## src/rtl/jk_bank_arbiter_pkg.sv

```systemverilog
// Shared types for the JK bank arbiter: op encodings, FSM states, counter width.
package jk_bank_arbiter_pkg;

   // Command ops; bit 1 drives J, bit 0 drives K for every masked bit.
   typedef enum logic [1:0] {
      OP_HOLD = 2'b00,
      OP_RST  = 2'b01,
      OP_SET  = 2'b10,
      OP_TGL  = 2'b11
   } op_e;

   typedef enum logic {
      S_IDLE = 1'b0,
      S_EXEC = 1'b1
   } state_e;

   localparam int CNT_W = 4;
   typedef logic [CNT_W-1:0] cnt_t;

endpackage

```

## src/rtl/jk_bank_arbiter_if.sv

```systemverilog
// Requester-side bus of the JK bank arbiter: packed per-requester commands plus status.
interface jk_bank_arbiter_if #(
   parameter int N  = 4,
   parameter int W  = 8,
   parameter int IW = 2
);
   logic [N-1:0]   req_valid;
   logic [2*N-1:0] req_op;
   logic [W*N-1:0] req_mask;
   logic [4*N-1:0] req_cnt;
   logic [N-1:0]   req_ready;
   logic [IW-1:0]  grant_id;
   logic           busy;
   logic           done;
   logic [W-1:0]   q;

   // Control agents drive commands and observe status.
   modport master (
      output req_valid, req_op, req_mask, req_cnt,
      input  req_ready, grant_id, busy, done, q
   );

   // The arbiter consumes commands and reports status.
   modport slave (
      input  req_valid, req_op, req_mask, req_cnt,
      output req_ready, grant_id, busy, done, q
   );
endinterface

```

## src/rtl/jk_bank_arbiter_reg_bank.sv

```systemverilog
// W JK flip-flops, each a D flop fed with the classic JK next-state equation.
module jk_reg_bank #(
   parameter int W = 8
) (
   input  logic         clk,
   input  logic         rst,
   input  logic [W-1:0] j,
   input  logic [W-1:0] k,
   output logic [W-1:0] q
);

   logic [W-1:0] d;

   // JK next state: 00 hold, 01 clear, 10 set, 11 toggle.
   always_comb begin
      d = (j & ~q) | (~k & q);
   end

   // Bank storage with synchronous clear.
   always_ff @(posedge clk) begin
      // NOTE: sequential state uses <= so every flop samples pre-edge values, regardless of statement order.
      if (rst) q <= '0;
      else     q <= d;
   end

endmodule

```

## src/rtl/jk_bank_arbiter.sv

```systemverilog
// Round-robin arbiter that sequences requester commands onto a shared JK bank.
module jk_bank_arbiter
   import jk_bank_arbiter_pkg::*;
#(
   parameter int N  = 4,
   parameter int W  = 8,
   parameter int IW = 2
) (
   input  logic             clk,
   input  logic             rst,
   jk_bank_arbiter_if.slave bus
);

   state_e        state;
   logic [IW-1:0] ptr;
   op_e           cap_op;
   logic [W-1:0]  cap_mask;
   cnt_t          rem;

   logic          found;
   logic [IW-1:0] win;
   int            scan;
   op_e           win_op;
   logic [W-1:0]  win_mask;
   cnt_t          win_cnt;
   logic [W-1:0]  bank_j;
   logic [W-1:0]  bank_k;

   // Pick the first valid requester scanning from ptr with wrap-around.
   always_comb begin
      // NOTE: every output gets a default first so no path through the block infers a latch.
      found = 1'b0;
      win   = '0;
      scan  = 0;
      for (int k = 0; k < N; k++) begin
         scan = int'(ptr) + k;
         if (scan >= N) scan = scan - N;
         if (!found && bus.req_valid[IW'(scan)]) begin
            found = 1'b1;
            win   = IW'(scan);
         end
      end
   end

   // Select the winner's payload fields.
   always_comb begin
      win_op   = OP_HOLD;
      win_mask = '0;
      win_cnt  = '0;
      for (int i = 0; i < N; i++) begin
         if (IW'(i) == win) begin
            win_op   = op_e'(bus.req_op[2*i +: 2]);
            win_mask = bus.req_mask[W*i +: W];
            win_cnt  = bus.req_cnt[4*i +: 4];
         end
      end
   end

   // One-hot accept pulse, only while idle and out of reset.
   always_comb begin
      bus.req_ready = '0;
      if (state == S_IDLE && found && !rst) bus.req_ready[win] = 1'b1;
   end

   // Sequencer: capture the winner, then apply it rem+1 cycles and pulse done.
   always_ff @(posedge clk) begin
      if (rst) begin
         state        <= S_IDLE;
         ptr          <= '0;
         cap_op       <= OP_HOLD;
         cap_mask     <= '0;
         rem          <= '0;
         bus.grant_id <= '0;
         bus.busy     <= 1'b0;
         bus.done     <= 1'b0;
      end else begin
         bus.done <= 1'b0;
         case (state)
            S_IDLE: begin
               if (found) begin
                  cap_op       <= win_op;
                  cap_mask     <= win_mask;
                  rem          <= win_cnt;
                  bus.grant_id <= win;
                  ptr          <= (int'(win) == N - 1) ? '0 : win + IW'(1);
                  bus.busy     <= 1'b1;
                  state        <= S_EXEC;
               end
            end
            S_EXEC: begin
               if (rem == '0) begin
                  bus.busy <= 1'b0;
                  bus.done <= 1'b1;
                  state    <= S_IDLE;
               end else begin
                  rem <= rem - cnt_t'(1);
               end
            end
            default: state <= S_IDLE;
         endcase
      end
   end

   // Translate the captured op into per-bit J/K drives while executing.
   always_comb begin
      bank_j = '0;
      bank_k = '0;
      if (state == S_EXEC) begin
         case (cap_op)
            OP_RST:  bank_k = cap_mask;
            OP_SET:  bank_j = cap_mask;
            OP_TGL: begin
               bank_j = cap_mask;
               bank_k = cap_mask;
            end
            default: ;
         endcase
      end
   end

   jk_reg_bank #(.W(W)) u_bank (
      .clk (clk),
      .rst (rst),
      .j   (bank_j),
      .k   (bank_k),
      .q   (bus.q)
   );

endmodule
```

## src/flat_wrapper.sv

```systemverilog
// flat-port wrapper written by rule: the top's interface ports become plain ports
module jk_bank_arbiter_flat import jk_bank_arbiter_pkg::*;
#(
   parameter int N  = 4,
   parameter int W  = 8,
   parameter int IW = 2
)
  (clk, rst, bus_req_valid, bus_req_op, bus_req_mask, bus_req_cnt, bus_req_ready, bus_grant_id, bus_busy, bus_done, bus_q);
  jk_bank_arbiter_if #(.N(N), .W(W), .IW(IW)) bus_i ();
  input  logic clk;
  input  logic rst;
  input wire logic [$bits(bus_i.req_valid)-1:0] bus_req_valid;
  input wire logic [$bits(bus_i.req_op)-1:0] bus_req_op;
  input wire logic [$bits(bus_i.req_mask)-1:0] bus_req_mask;
  input wire logic [$bits(bus_i.req_cnt)-1:0] bus_req_cnt;
  output wire logic [$bits(bus_i.req_ready)-1:0] bus_req_ready;
  output wire logic [$bits(bus_i.grant_id)-1:0] bus_grant_id;
  output wire logic [$bits(bus_i.busy)-1:0] bus_busy;
  output wire logic [$bits(bus_i.done)-1:0] bus_done;
  output wire logic [$bits(bus_i.q)-1:0] bus_q;
  assign bus_i.req_valid = bus_req_valid;
  assign bus_i.req_op = bus_req_op;
  assign bus_i.req_mask = bus_req_mask;
  assign bus_i.req_cnt = bus_req_cnt;
  assign bus_req_ready = bus_i.req_ready;
  assign bus_grant_id = bus_i.grant_id;
  assign bus_busy = bus_i.busy;
  assign bus_done = bus_i.done;
  assign bus_q = bus_i.q;
  jk_bank_arbiter #(.N(N), .W(W), .IW(IW)) u_core (.clk(clk), .rst(rst), .bus(bus_i));
endmodule
```

## config.mk

```make
export PLATFORM = sky130hd
export DESIGN_NAME = jk_bank_arbiter_flat
export DESIGN_NICKNAME = d
export VERILOG_FILES = /design/src/rtl/jk_bank_arbiter_pkg.sv /design/src/rtl/jk_bank_arbiter_if.sv /design/src/rtl/jk_bank_arbiter_reg_bank.sv /design/src/rtl/jk_bank_arbiter.sv /design/src/flat_wrapper.sv
export SDC_FILE = /design/constraint.sdc
export NUM_CORES = 1
export LEC_CHECK = 0
export CAP_MARGIN = 25
export CORE_ASPECT_RATIO = 2
export CORE_MARGIN = 5
export CORE_UTILIZATION = 44
export CTS_CLUSTER_DIAMETER = 200
export DETAILED_ROUTE_END_ITERATION = 10
export PLACE_DENSITY = 0.89
export SYNTH_ARGS = -nofsm -noshare
export SYNTH_HDL_FRONTEND = slang
export SYNTH_HIERARCHICAL = 1
export SYNTH_SLANG_ARGS = --single-unit
```

## constraint.sdc

```tcl
create_clock -name clk -period 4.2 [get_ports clk]
set_input_delay 1.05 -clock clk [delete_from_list [all_inputs] [get_ports clk]]
set_output_delay 1.05 -clock clk [all_outputs]
set_load 0.01 [all_outputs]
```

==> flow_results.org <==
** Status
- Outcome :: complete, no violations

** Flow run
- Max-cap violations in this run came to 0.

** Synthesis
- Multiplexer cells account for 0% of the synthesized area.
- The synthesized netlist devotes 34.58% of its cell area to simple gates.
- Synthesized-area fraction occupied by ao, oa, aoi and oai cells :: 26.34%
- Unique cell type count in the Yosys netlist :: 42
- Largest family of logic cells by synthesized area :: simple AND/OR/NAND/NOR gates
- Fraction of synthesized cell area in xor and xnor cells :: 0.4507%
- Each instance of the synthesized netlist takes up on average 8.448 um2.
- Arithmetic-cell share of the synthesized area counting full adders, half adders and majority gates :: 3.220%
- After synthesis, the share of flip-flops with an asynchronous set or reset is 0%.
- Seq cells post-synth :: 29
- The mapped netlist covers 1943 um2.
- Predominant post-synthesis flop cell :: dfxtp_1
- Counting every net in the synthesized netlist gives 297.
- Counting flops with a built-in enable in the synthesized netlist gives 0.
- Post-synthesis sequential area ratio :: 29.88%
- Yosys warning count :: 6
- Synthesis handed over a netlist of 230 instances.

** Cells and area
- Layout cell share with drive strength beyond 1 :: 16.72%
- The multi-input combinational cells in the finished layout cover a total of 1262 um2.
- Area growth from synthesis to final layout :: 52.61%
- After routing the design area is 2965 um2.
- The repair_antennas step left the layout with diodes totalling 0.
- Counting the fill cells in the layout gives 340.
- Register cell area after layout :: 580.6 um2
- NumNets Final :: 383
- The library cell used most frequently in the layout, excluding fill and tap cells, is clkdlybuf4s50_1.
- Most used cells in the layout excluding fill and tap cells :: clkdlybuf4s50_1 (73), dfxtp_1 (29), buf_4 (20), and3_1 (19), nand2_1 (17)
- After the flow finishes, the layout carries non-filler instances totaling 371.

** STA
- Setup repair after global routing left no endpoint under its margin.
- Achievable clock frequency :: 246.9 MHz
- Hold Violations, Final :: 0
- The final max-slew violation count was 0.
- Final cycle utilization of the critical path :: 96.45%
- Final-report setup violation count :: 0
- In this run the tightest slew margin relative to its limit is 41.42%.
- In the post-route analysis, the smallest setup slack over all paths is 149.1 ps.
- For the pin with the worst max-slew slack, the measured transition is 877.5 ps.
- For the finished layout, the period the worst path requires is 4051 ps.
- Worst hold slack across all endpoints :: 472.9 ps
- Summed over all failing endpoints, the final setup total negative slack is 0 ps.
- For the final database, setup skew stands at 4.833 ps.

** Place
- Worst setup slack before clock tree synthesis :: -140.2 ps
- After detailed placement, the total cell area comes to 2839 um2.
- Detailed placement ended at an HPWL of 4638 um.
- The congestion estimate from routability-driven global placement came to 0.8487.
- Buffers placed on the I/O ports in this run total 77.
- The number of placed instances, taps included, is 361.

** Clocking
- Clock tree synthesis selected as its root buffer the cell clkbuf_8.
- Clock transition time at the flip-flop clock pins of the worst setup and hold paths :: 60 ps
- The clock reaches the later pin of the worst-skew pair after 290 ps.
- H-tree depth :: 2
- TritonCTS Buffers :: 5
- Number of buffers between clock root and the deepest sink :: 2
- TritonCTS built the clock tree.
- Number of sinks on the clock net :: 29

** GRT
- Entering global routing, the biggest net connects 29 pins.
- Initial antenna violation count :: 0
- Wire length of the first global-routing pass :: 9853 um
- GRT overflow :: 0
- For this run, the total global-route usage over all layers was measured as 20.89%.
- The number of global-route vias before repair was 2,126.

** Floorplanning
- Area enclosed by the die boundary :: 5926 um2
- Row generation in the floorplan step produced 34 rows.
- Measured along the y axis, the die boundary spans 104.0 um.
- During I/O placement, the number of pins put on the boundary was 78.
- Die W :: 56.99 um
- The initial utilization of the core area, before any placement, comes to 44.78%.
- After floorplanning, the core was sized to cover 4339 um2.

** Worst setup path
- Among all stages on the critical path, the largest delay is contributed by clkdlybuf4s50_1.
- Of all nets on the critical path, the largest fanout is 4.
- Cell family contributing the most delay on the critical path :: buffers and inverters
- WP buf/inv :: 4
- Crit end category :: output pin
- The critical path is of the primary input to output pin type.
- Largest incremental delay on the critical path :: 460 ps
- Data on the critical path is required at its endpoint by 3150 ps.
- Ordered cell list for the critical path :: clkdlybuf4s50_1 > nor2b_1 > o21ai_1 > o311ai_2 > nor2_1 > buf_4 > ha_1 > inv_1 > nor3_1 > dlygate4sd2_1
- The worst setup path is launched from a primary input.
- Worst endpoint data arrival time :: 3000 ps

** Power
- Dividing total power by cell area gives a power density of 484.5 nW/um2.
- Worst vdd ir :: 337.2 uV
- For this design the static power due to leakage is 1.217 nW.

** Route
- Residual DRC count :: 0
- Starting DRC count in detailed routing :: 59
- For this block, the routed nets add up to 6196 um of wire.
- The detailed router placed 2,126 vias in this run.
- Dividing the detail-routed via count by the number of cells gives 5.730.
- For this run, the detailed router's first-pass iteration total came to 6.
- Count of nets left with antenna violations after detail routing :: 0
- Per-cell routed wire length :: 16.70 um

** Worst hold path
- Hold Crit Class :: flop to flop
sequential cells by signal, summed over array words and instances, names as in the netlist:
signal / cells
u_core/cap_mask: 8
u_core/u_bank/q: 8
u_core/rem: 4
u_core/bus.grant_id: 2
u_core/cap_op: 2
u_core/ptr: 2
u_core/bus.busy: 1
u_core/bus.done: 1
u_core/state: 1
routing by layer:
layer,up-vias,share of wire (%),routed length [um],GRT usage [%]
li1,1015,-,-,-
met1,1008,36,2251,22.51
met2,85,53,3297,36.17
met3,18,6.9,428,5.466
met4,0,3.5,219,10.61
met5,-,0,0,0
cell usage after synthesis, drive strengths merged, types with 3 or more instances:
| cell type | count | area (um2) |
|---|---|---|
| ha | 5 | 62.56 |
| clkbuf | 14 | 52.55 |
| and3 | 19 | 118.9 |
| dfxtp | 29 | 580.6 |
| a211oi | 3 | 22.52 |
| nor2b | 15 | 93.84 |
| nand2 | 17 | 63.81 |
| o311a | 10 | 100.1 |
| nor3 | 13 | 65.06 |
| inv | 8 | 30.03 |
| o31ai | 3 | 22.52 |
| nor2 | 14 | 52.55 |
| a21oi | 17 | 115.1 |
| buf | 4 | 25.02 |
| a221oi | 11 | 96.34 |
| nand2b | 19 | 178.9 |
| or2 | 3 | 18.77 |
worst reg2reg max path: cells and delay by family (launching register included):
kind | cells | cell delay [ps]
flops | 1 | 370
compound gates | 4 | 960
simple gates | 2 | 310
fa+ha+maj | 1 | 190
buf+inv | 4 | 650
cells by family after synthesis:
group / count (synthesis)
AO/OA/AOI/OAI: 62
flip-flops: 29
AND/OR/NAND/NOR: 107
adder cells (fa/ha/maj): 5
XOR/XNOR: 1
buffers and inverters: 26
per-stage QoR:
step | util, % | power [W]
2_1_floorplan | - | 0.0008885
3_3_place_gp | 65.43 | 0.001128
3_5_place_dp | 65.43 | 0.001151
4_1_cts | 68.05 | 0.001430
5_1_grt | 68.34 | 0.001529
6_report | 68.34 | 0.001437
area by class of cell:
cell class / instances / area share [%]
repair buffers: 97 / 31.14
multi-input cells: 175 / 42.57
flip-flops and latches: 29 / 19.58
clock inverters: 1 / 0.1688
well taps: 54 / 2.278
inverters: 8 / 1.013
clock buffers: 7 / 3.249
report_power, final:
group          switching (W)  internal, W  total (W)  leakage (nW)
clock               0.000109     0.000148   0.000257        0.0542
sequential         0.0000847     0.000350   0.000435         0.239
combinational       0.000357     0.000388   0.000745         0.924
total               0.000551     0.000886    0.00144          1.22
final timing paths:
check,from,endpoint,slack (ps),cells after the start
hold / removal,u_core/bus.busy,u_core/bus.busy,470,2
setup reg to reg,u_core/ptr[0],u_core/rem[2],1590,11
setup / recovery,bus_req_valid[0],bus_req_ready[3],150,10
hold reg to reg,u_core/bus.busy,u_core/bus.busy,470,2
what timing repair did:
action	4_1_cts	5_1_grt
setup endpoints to repair	3	2
hold buffers	0	0
setup buffers	1	1
pin swaps	1	1
gates resized for setup	5	2
Power figures use the tool's default switching activity.
